==> config.mk <==
export PLATFORM = sky130hd
export DESIGN_NAME = reg_writeback_flat
export DESIGN_NICKNAME = d
export VERILOG_FILES = /design/src/rtl/reg_wb_pkg.sv /design/src/rtl/reg_writeback_if.sv /design/src/rtl/reg_writeback_lowest_set_bit.sv /design/src/rtl/reg_writeback.sv /design/src/flat_wrapper.sv
export SDC_FILE = /design/constraint.sdc
export NUM_CORES = 1
export LEC_CHECK = 0
export CAP_MARGIN = 0
export CORE_AREA = 2 2 237 239
export CTS_BUF_LIST = sky130_fd_sc_hd__clkbuf_4 sky130_fd_sc_hd__clkbuf_8 sky130_fd_sc_hd__clkbuf_16
export DETAILED_ROUTE_END_ITERATION = 8
export DIE_AREA = 0 0 239 241
export GPL_TIMING_DRIVEN = 0
export PLACE_DENSITY = 0.79
export RECOVER_POWER = 25
export SYNTH_ARGS = -nofsm -noshare
export SYNTH_HDL_FRONTEND = slang
export SYNTH_SLANG_ARGS = --single-unit
==> constraint.sdc <==
create_clock -name clk -period 2.81 [get_ports clk]
set_clock_uncertainty 0.15 [all_clocks]
set_input_delay 0.4215 -clock clk [delete_from_list [all_inputs] [get_ports clk]]
set_output_delay 0.4215 -clock clk [all_outputs]
set_load 0.03 [all_outputs]
==> src/rtl/reg_wb_pkg.sv <==
// Shared types and constants for the ARM register-file write side.
// Imported by the writeback top and its priority encoder.
package reg_wb_pkg;

    localparam int NREG    = 16;
    localparam int DATA_W  = 32;
    localparam int PC_STEP = 4;

    typedef enum logic [1:0] {
        IDLE = 2'd0,
        LOAD = 2'd1,
        DONE = 2'd2
    } wb_state_t;

endpackage

==> src/rtl/reg_writeback_if.sv <==
// Load-multiple handshake bundle between the memory side and the
// register-file write block.
interface reg_writeback_if #(
    parameter int DATA_W = 32
);
    logic              ldm_start;
    logic [15:0]       ldm_list;
    logic [DATA_W-1:0] ldm_data;
    logic              ldm_valid;
    logic              ldm_ready;
    logic              ldm_done;

    modport master (
        output ldm_start,
        output ldm_list,
        output ldm_data,
        output ldm_valid,
        input  ldm_ready,
        input  ldm_done
    );

    modport slave (
        input  ldm_start,
        input  ldm_list,
        input  ldm_data,
        input  ldm_valid,
        output ldm_ready,
        output ldm_done
    );
endinterface

==> src/rtl/reg_writeback_lowest_set_bit.sv <==
// 16-to-4 priority encoder: index of the lowest set bit plus a found flag.
// Drives both the first LDM target and every following one.
module lowest_set_bit
    import reg_wb_pkg::*;
(
    input  logic [NREG-1:0] mask,
    output logic [3:0]      idx,
    output logic            found
);

    always_comb begin
        idx   = '0;
        found = 1'b0;
        // Scan downward so the lowest set bit is the final assignment.
        for (int i = NREG - 1; i >= 0; i--) begin
            if (mask[i]) begin
                idx   = 4'(i);
                found = 1'b1;
            end
        end
    end

endmodule

==> src/rtl/reg_writeback.sv <==
// Write side of the 16x32 register file: single writeback, PC advance
// and an ascending load-multiple sequencer.
module reg_writeback
    import reg_wb_pkg::*;
#(
    parameter int DATA_W  = reg_wb_pkg::DATA_W,
    parameter int PC_STEP = reg_wb_pkg::PC_STEP
) (
    input  logic              clk,
    input  logic              reset,
    input  logic              wr_en,
    input  logic [3:0]        wr_reg,
    input  logic [DATA_W-1:0] wr_data,
    input  logic              pc_inc,
    reg_writeback_if.slave    ldm,
    output logic              busy,
    output logic [DATA_W-1:0] regupdate_R0,
    output logic [DATA_W-1:0] regupdate_R1,
    output logic [DATA_W-1:0] regupdate_R2,
    output logic [DATA_W-1:0] regupdate_R3,
    output logic [DATA_W-1:0] regupdate_R4,
    output logic [DATA_W-1:0] regupdate_R5,
    output logic [DATA_W-1:0] regupdate_R6,
    output logic [DATA_W-1:0] regupdate_R7,
    output logic [DATA_W-1:0] regupdate_R8,
    output logic [DATA_W-1:0] regupdate_R9,
    output logic [DATA_W-1:0] regupdate_R10,
    output logic [DATA_W-1:0] regupdate_R11,
    output logic [DATA_W-1:0] regupdate_R12,
    output logic [DATA_W-1:0] regupdate_R13,
    output logic [DATA_W-1:0] regupdate_R14,
    output logic [DATA_W-1:0] regupdate_R15
);

    wb_state_t         state_q;
    wb_state_t         state_d;
    logic [NREG-1:0]   pending_q;
    logic [NREG-1:0]   pending_d;
    logic [3:0]        ptr_q;
    logic [3:0]        ptr_d;
    logic [DATA_W-1:0] regs [NREG];

    logic              beat;
    logic [NREG-1:0]   pending_left;
    logic [3:0]        start_idx;
    logic              start_found;
    logic [3:0]        next_idx;
    logic              next_found;

    assign beat         = (state_q == LOAD) && ldm.ldm_valid;
    assign pending_left = pending_q & ~(16'b1 << ptr_q);

    lowest_set_bit u_start_lsb (
        .mask  (ldm.ldm_list),
        .idx   (start_idx),
        .found (start_found)
    );

    lowest_set_bit u_next_lsb (
        .mask  (pending_left),
        .idx   (next_idx),
        .found (next_found)
    );

    always_ff @(posedge clk or negedge reset) begin
        if (!reset) begin
            state_q   <= IDLE;
            pending_q <= '0;
            ptr_q     <= '0;
        end else begin
            state_q   <= state_d;
            pending_q <= pending_d;
            ptr_q     <= ptr_d;
        end
    end

    always_comb begin
        state_d   = state_q;
        pending_d = pending_q;
        ptr_d     = ptr_q;
        unique case (state_q)
            IDLE: begin
                if (ldm.ldm_start) begin
                    if (start_found) begin
                        state_d   = LOAD;
                        pending_d = ldm.ldm_list;
                        ptr_d     = start_idx;
                    end else begin
                        state_d = DONE;
                    end
                end
            end
            LOAD: begin
                if (beat) begin
                    pending_d = pending_left;
                    if (next_found) begin
                        ptr_d = next_idx;
                    end else begin
                        state_d = DONE;
                    end
                end
            end
            DONE: begin
                state_d = IDLE;
            end
            default: begin
                state_d = IDLE;
            end
        endcase
    end

    assign ldm.ldm_ready = (state_q == LOAD);
    assign ldm.ldm_done  = (state_q == DONE);
    assign busy          = (state_q == LOAD) || (state_q == DONE);

    // Per-register priority: LDM beat, then wr_en, then PC advance.
    always_ff @(posedge clk or negedge reset) begin
        if (!reset) begin
            for (int i = 0; i < NREG; i++) begin
                regs[i] <= '0;
            end
        end else begin
            for (int i = 0; i < NREG; i++) begin
                if (beat && (ptr_q == 4'(i))) begin
                    regs[i] <= ldm.ldm_data;
                end else if (wr_en && (wr_reg == 4'(i))) begin
                    regs[i] <= wr_data;
                end else if ((i == NREG - 1) && pc_inc) begin
                    regs[i] <= regs[i] + DATA_W'(PC_STEP);
                end
            end
        end
    end

    assign regupdate_R0  = regs[0];
    assign regupdate_R1  = regs[1];
    assign regupdate_R2  = regs[2];
    assign regupdate_R3  = regs[3];
    assign regupdate_R4  = regs[4];
    assign regupdate_R5  = regs[5];
    assign regupdate_R6  = regs[6];
    assign regupdate_R7  = regs[7];
    assign regupdate_R8  = regs[8];
    assign regupdate_R9  = regs[9];
    assign regupdate_R10 = regs[10];
    assign regupdate_R11 = regs[11];
    assign regupdate_R12 = regs[12];
    assign regupdate_R13 = regs[13];
    assign regupdate_R14 = regs[14];
    assign regupdate_R15 = regs[15];

endmodule

==> src/flat_wrapper.sv <==
// flat-port wrapper written by rule: the top's interface ports become plain ports
module reg_writeback_flat import reg_wb_pkg::*;
#(
    parameter int DATA_W  = reg_wb_pkg::DATA_W,
    parameter int PC_STEP = reg_wb_pkg::PC_STEP
)
  (clk, reset, wr_en, wr_reg, wr_data, pc_inc, busy, regupdate_R0, regupdate_R1, regupdate_R2, regupdate_R3, regupdate_R4, regupdate_R5, regupdate_R6, regupdate_R7, regupdate_R8, regupdate_R9, regupdate_R10, regupdate_R11, regupdate_R12, regupdate_R13, regupdate_R14, regupdate_R15, ldm_ldm_start, ldm_ldm_list, ldm_ldm_data, ldm_ldm_valid, ldm_ldm_ready, ldm_ldm_done);
  reg_writeback_if #(.DATA_W(DATA_W)) ldm_i ();
  input  logic clk;
  input  logic reset;
  input  logic wr_en;
  input  logic [3:0] wr_reg;
  input  logic [DATA_W-1:0] wr_data;
  input  logic pc_inc;
  output logic busy;
  output logic [DATA_W-1:0] regupdate_R0;
  output logic [DATA_W-1:0] regupdate_R1;
  output logic [DATA_W-1:0] regupdate_R2;
  output logic [DATA_W-1:0] regupdate_R3;
  output logic [DATA_W-1:0] regupdate_R4;
  output logic [DATA_W-1:0] regupdate_R5;
  output logic [DATA_W-1:0] regupdate_R6;
  output logic [DATA_W-1:0] regupdate_R7;
  output logic [DATA_W-1:0] regupdate_R8;
  output logic [DATA_W-1:0] regupdate_R9;
  output logic [DATA_W-1:0] regupdate_R10;
  output logic [DATA_W-1:0] regupdate_R11;
  output logic [DATA_W-1:0] regupdate_R12;
  output logic [DATA_W-1:0] regupdate_R13;
  output logic [DATA_W-1:0] regupdate_R14;
  output logic [DATA_W-1:0] regupdate_R15;
  input wire logic [$bits(ldm_i.ldm_start)-1:0] ldm_ldm_start;
  input wire logic [$bits(ldm_i.ldm_list)-1:0] ldm_ldm_list;
  input wire logic [$bits(ldm_i.ldm_data)-1:0] ldm_ldm_data;
  input wire logic [$bits(ldm_i.ldm_valid)-1:0] ldm_ldm_valid;
  output wire logic [$bits(ldm_i.ldm_ready)-1:0] ldm_ldm_ready;
  output wire logic [$bits(ldm_i.ldm_done)-1:0] ldm_ldm_done;
  assign ldm_i.ldm_start = ldm_ldm_start;
  assign ldm_i.ldm_list = ldm_ldm_list;
  assign ldm_i.ldm_data = ldm_ldm_data;
  assign ldm_i.ldm_valid = ldm_ldm_valid;
  assign ldm_ldm_ready = ldm_i.ldm_ready;
  assign ldm_ldm_done = ldm_i.ldm_done;
  reg_writeback #(.DATA_W(DATA_W), .PC_STEP(PC_STEP)) u_core (.clk(clk), .reset(reset), .wr_en(wr_en), .wr_reg(wr_reg), .wr_data(wr_data), .pc_inc(pc_inc), .ldm(ldm_i), .busy(busy), .regupdate_R0(regupdate_R0), .regupdate_R1(regupdate_R1), .regupdate_R2(regupdate_R2), .regupdate_R3(regupdate_R3), .regupdate_R4(regupdate_R4), .regupdate_R5(regupdate_R5), .regupdate_R6(regupdate_R6), .regupdate_R7(regupdate_R7), .regupdate_R8(regupdate_R8), .regupdate_R9(regupdate_R9), .regupdate_R10(regupdate_R10), .regupdate_R11(regupdate_R11), .regupdate_R12(regupdate_R12), .regupdate_R13(regupdate_R13), .regupdate_R14(regupdate_R14), .regupdate_R15(regupdate_R15));
endmodule
# == Yosys cells after proc, flatten, opt, wreduce, memory -nomap -nowiden ==
# Cells that the tools add are included.
# Widths: inputs -> output; s select.
# totals
wordCells,228
register_bits,534
out_inout_bits,515
inputBits,90
# classes
eq_ne,37
n_addsub,1
mux,111
shifts,1
bitwise,2
n_reduce_logical,57
# op_table
op,count
$mux 32,33
$mux 4,36
$eq 4x4->1 const B,16
$mux 16,3
$logic_and 1x1->1,33
$add 32x3->32 const B,1
$eq 4x3->1 const B,8
$mux 1,32
$pmux 16 s2,1
$reduce_bool 2->1,16
$and 16x16->16,1
$eq 4x2->1 const B,4
$not 16->16,1
$shl 1x4->16 const A,1
$eq 4x1->1 const B,2
$logic_not 4->1,2
$mux 2,4
$pmux 4 s2,1
$ne 2x1->1 const B,3
$reduce_and 5->1,1
$ne 2x2->1 const B,2
$pmux 2 s2,1
$reduce_and 4->1,1
$reduce_and 3->1,1
other kinds (5),5

# == Longest topological paths before layout ==
# logic_depth
depth_word,22
ltp_mapped,9
mapped_depth_nobuf,8

# == Hierarchy ==
# A second synthesis with hierarchy kept.
# unflattened
cells_unflattened,2700
area_unflattened_um2,26100.0
# by_module_without_submodules
mod,n_inst,area_each_um2,cells_each
reg_writeback,1,25742.2,2634
lowest_set_bit,2,178.9,33

# == Least setup slack after synthesis ==
# No wires, ideal clock.
# synth_path
path_type,reg-to-reg
from,reg u_core.state_q[1]
to,reg u_core.regs (netlist bit u_core.regupdate_R15[30])
slack_ns,0.586
path_buffers,0
required_time_ns,2.541
stages_incl_launch_ff,9
t_arrival_ns,1.956
path_cell_list,dfrtp_1 > inv_1 > ha_1 > nand2_1 > nor3_2 > nor2_1 > o311ai_0 > nand3_1 > o21a_1
# synth_via
elab_chain_len,4
elab_cells_between_ends,5
# synth_rtl
element,line,text
"start, declared",reg_writeback.sv:35,wb_state_t state_q;
"start signal, assigned",reg_writeback.sv:71,state_q <= state_d;
$eq 2x1->1 *,--,
via ldm_ldm_ready,flat_wrapper.sv:36,output wire logic [$bits(ldm_i.ldm_ready)-1:0] ldm_ldm_ready;
$logic_and 1x1->1 *,reg_writeback.sv:50,assign beat = (state_q == LOAD) && ldm.ldm_valid;
$logic_and 1x1->1 *,reg_writeback.sv:124,if (beat && (ptr_q == 4'(i))) begin
$reduce_bool 3->1 (no source line) / $mux 32 (equally long branches),--,
"end signal, assigned by index",reg_writeback.sv:125,regs[i] <= ldm.ldm_data;
"end signal, assigned by index",reg_writeback.sv:127,regs[i] <= wr_data;
"end signal, assigned by index",reg_writeback.sv:129,regs[i] <= regs[i] + DATA_W'(PC_STEP);
"end, declared",reg_writeback.sv:41,logic [DATA_W-1:0] regs [NREG];
# Mark *: on every way through the listed nets, which the timed path passes. The rest lies on a longest branch.
# A chain may end at the register's enable or synchronous reset.

# == Final worst setup path ==
# layout_path
from,reg u_core.state_q[1]
to,reg u_core.regs (netlist bit u_core.regupdate_R13[17])
# layout_via
elab_chain_len,4
elab_cells_between_ends,5
# layout_rtl
element,line
$eq 2x1->1 *,reg_writeback.sv:50
$logic_and 1x1->1 *,reg_writeback.sv:50
$logic_and 1x1->1 *,reg_writeback.sv:124
$mux 32 / $reduce_bool 2->1 (equally long branches),--
# Mark *: on every way between the ends. The rest lies on a longest branch, timed or not.

==> flow_metrics.env <==
export IMPL_grt_max_degree=121
export IMPL_finalWorstSetupSlack_ps=-159.0
export IMPL_layout_drive_gt1_share=0.06570
export IMPL_synth_seq_cells=534
export IMPL_initial_core_util=0.4776
export IMPL_multi_input_area_um2=11670
export IMPL_clock_fmax_mhz=336.8
export IMPL_syn_avg_cell_area_um2=9.719
export IMPL_ys_seq_area_frac=0.5098
export IMPL_synth_cell_types=73
export IMPL_grt_pass1_wl_um=160100
export IMPL_path_class="reg -> reg"
export IMPL_maxCapViolations=1
export IMPL_fill_cells=4535
export IMPL_yosys_warnings=0
export IMPL_cts_buffers=56
export IMPL_wirelength_um=113900
export IMPL_drc=0
export IMPL_viasPerCell=6.055
export IMPL_seq_area_um2=13360
export IMPL_layout_common_cells="534 x dfrtp_1, 512 x clkdlybuf4s50_1, 489 x mux2i_1"
export IMPL_path_clk_slew_ps=60
export IMPL_ys_async_sr_fraction=1.000
export IMPL_fin_util=0.6361
export IMPL_synth_ff_type="dfrtp_1"
export IMPL_timing_final_crit_share=1.057
export IMPL_synth_edf_count=0
export IMPL_min_path_type="in -> reg"
export IMPL_p_per_area_nw_per_um2=1312
export IMPL_setup_viol=117
export IMPL_leakage_nw=15.32
export IMPL_drt_initial_drc_count=2746
export IMPL_fp_dieH_um=241
export IMPL_status="finished with violations"
export IMPL_dieWidth_um=239
export IMPL_syn_inst=2697
export IMPL_htree_levels=2
export IMPL_num_vias=24729
export IMPL_cts_tree="done"
export IMPL_core_area_um2=54880
export IMPL_drv_slew=1
export IMPL_finalWeightedCongestion=0.9058
export IMPL_drt_pass1_iter_count=6
export IMPL_syn_to_final_growth_pct=33.18
export IMPL_synth_area_um2=26210
export IMPL_ant_nets=0
export IMPL_crit_arrival_ps=3300
export IMPL_tightest_slew_ps=1498
export IMPL_post_cts_buffers=0
export IMPL_grt_overflow_total=0
export IMPL_antenna_found_initial=4
export IMPL_cts_max_path_buffers=3
export IMPL_synth_nets=2791
export IMPL_cts_root_buf="clkbuf_16"
export IMPL_whs_ps=45.53
export IMPL_worstSkewPairLatency_ps=640
export IMPL_io_pins=605
export IMPL_mostFrequentLayoutCell="dfrtp_1"
export IMPL_crit_path_start_kind="flop"
export IMPL_finalCriticalPeriod_ps=2969
export IMPL_grt_pass1_vias=23295
export IMPL_cts_sinks=534
export IMPL_wl_per_cell_um=27.89
export IMPL_violations="capacitance limit, slew limit, setup timing"
export IMPL_irDropWorstVdd_uv=1109
export IMPL_critPathMaxFanout=10
export IMPL_nets=3426
export IMPL_max_slew_margin=-0.002356
export IMPL_rows=86
export IMPL_grt_usage=0.3834
export IMPL_die_area_um2=57600
export IMPL_final_hold_viol_count=0
export IMPL_crit_required_ps=3140
export IMPL_rsz0062_at_grt="true"
export IMPL_port_buffers=572
export IMPL_end_kind="flop"
export IMPL_dp_hpwl_um=80770
-- worst paths after layout --
| kind | start | end | slack, ps | cells past startpoint |
|---|---|---|---|---|
| setup / recovery | u_core.state_q[1] | u_core.regupdate_R13[17] | -160 | 8 |
| hold / removal | ldm_ldm_data[12] | u_core.regupdate_R2[12] | 50 | 3 |
| setup reg to reg | u_core.state_q[1] | u_core.regupdate_R13[17] | -160 | 8 |
| hold reg to reg | u_core.regupdate_R12[11] | u_core.regupdate_R12[11] | 400 | 2 |
| max in group asynchronous | reset | u_core.regupdate_R1[12] | 250 | 4 |
| min in group asynchronous | reset | u_core.pending_q[11] | 280 | 2 |
-- through the flow --
stage | setup slack, ps | power, W | TNS (ps) | cells | cell area, um2
floorplan | 585.7 | 0.02679 | 0 | 2697 | 26210
global placement | -23220 | 0.03746 | - | 3973 | 32820
detailed placement | -505.6 | 0.03780 | -93080 | 3977 | 32930
CTS | 1.767 | 0.04575 | 0 | 4083 | 34910
global route | -188.0 | 0.04745 | -16420 | 4084 | 34910
finish | -159.0 | 0.04579 | -7113 | 4084 | 34910
-- where the power goes --
part           switching, W  leakage (nW)  total [W]  internal [W]
combinational        0.0141          7.89     0.0234       0.00930
sequential          0.00300          6.45     0.0145        0.0115
clock               0.00329         0.983    0.00791       0.00462
total                0.0203          15.3     0.0458        0.0254
-- registers in the layout (all words and copies together), names as in the netlist, 16 cells and up --
| name | count |
|---|---|
| u_core.regupdate_R5 | 32 |
| u_core.regupdate_R0 | 32 |
| u_core.regupdate_R9 | 32 |
| u_core.regupdate_R10 | 32 |
| u_core.regupdate_R6 | 32 |
| u_core.regupdate_R2 | 32 |
| u_core.regupdate_R4 | 32 |
| u_core.regupdate_R13 | 32 |
| u_core.regupdate_R11 | 32 |
| u_core.regupdate_R12 | 32 |
| u_core.regupdate_R1 | 32 |
| u_core.regupdate_R7 | 32 |
| u_core.regupdate_R8 | 32 |
| u_core.regupdate_R15 | 32 |
| u_core.regupdate_R14 | 32 |
| u_core.regupdate_R3 | 32 |
| u_core.pending_q | 16 |
-- cell usage after synthesis, types with 10 or more instances --
cell      count  share of area
a21oi_1     384          0.073
a22o_1       14         0.0047
a31oi_1      10         0.0024
buf_1        40         0.0057
buf_2        69          0.013
clkbuf_1    146          0.021
dfrtp_1     534           0.51
inv_1        12         0.0017
mux2i_1     489           0.19
nand2_1     207          0.030
nand3_1      16         0.0031
nor2_1      417          0.060
nor3_1       11         0.0021
o21ai_0     144          0.027
o21ai_1      38         0.0073
o22ai_1      13         0.0031
xnor2_1      12         0.0040
xor2_1       12         0.0040
-- layout make-up --
type / count / area share
Inverter: 12 / 0.001290
Clock buffer: 92 / 0.05108
Multi-Input combinational cell: 1884 / 0.3343
Clock inverter: 13 / 0.005269
Timing Repair Buffer: 577 / 0.1671
Buffer: 267 / 0.03280
Sequential cell: 534 / 0.3828
Tap cell: 704 / 0.02523
Antenna cell: 1 / 0.00007169
-- layer usage --
| metal | track usage | wire [um] | part of all wire |
|---|---|---|---|
| met5 | 0 | 13 | 0.00011 |
| met3 | 0.1104 | 12380 | 0.11 |
| met4 | 0.2227 | 7637 | 0.067 |
| met2 | 0.5915 | 51190 | 0.45 |
| met1 | 0.4832 | 42670 | 0.37 |
-- cells by family (layout without fill, tap and decap cells) --
group / after synthesis / after routing / synth area share
mux: 493 / 493 / 0.1886
compound gates: 642 / 642 / 0.1313
flops: 534 / 534 / 0.5098
other cells: 0 / 1 / 0
buf+inv: 279 / 961 / 0.04520
xor+xnor: 24 / 24 / 0.008019
simple gates: 721 / 721 / 0.1151
fa+ha+maj: 4 / 4 / 0.001909
-- worst max-delay path: stages, from the launching register on --
cell and delay, ps:
dfrtp_1 390, inv_1 100, ha_1 270, nand2_1 220, nor2_1 270, nand2_1 640, clkbuf_1 520, nor2_1 220
a21oi_1 60
-- timing repair --
action	4_1_cts	5_1_grt
gates cloned	0	0
gates resized for setup	2	12
hold buffers	1	0
hold endpoints to repair	99	0
setup endpoints to repair	2	199
pin swaps	0	0
Note: power is estimated with default switching activity, not from simulation.
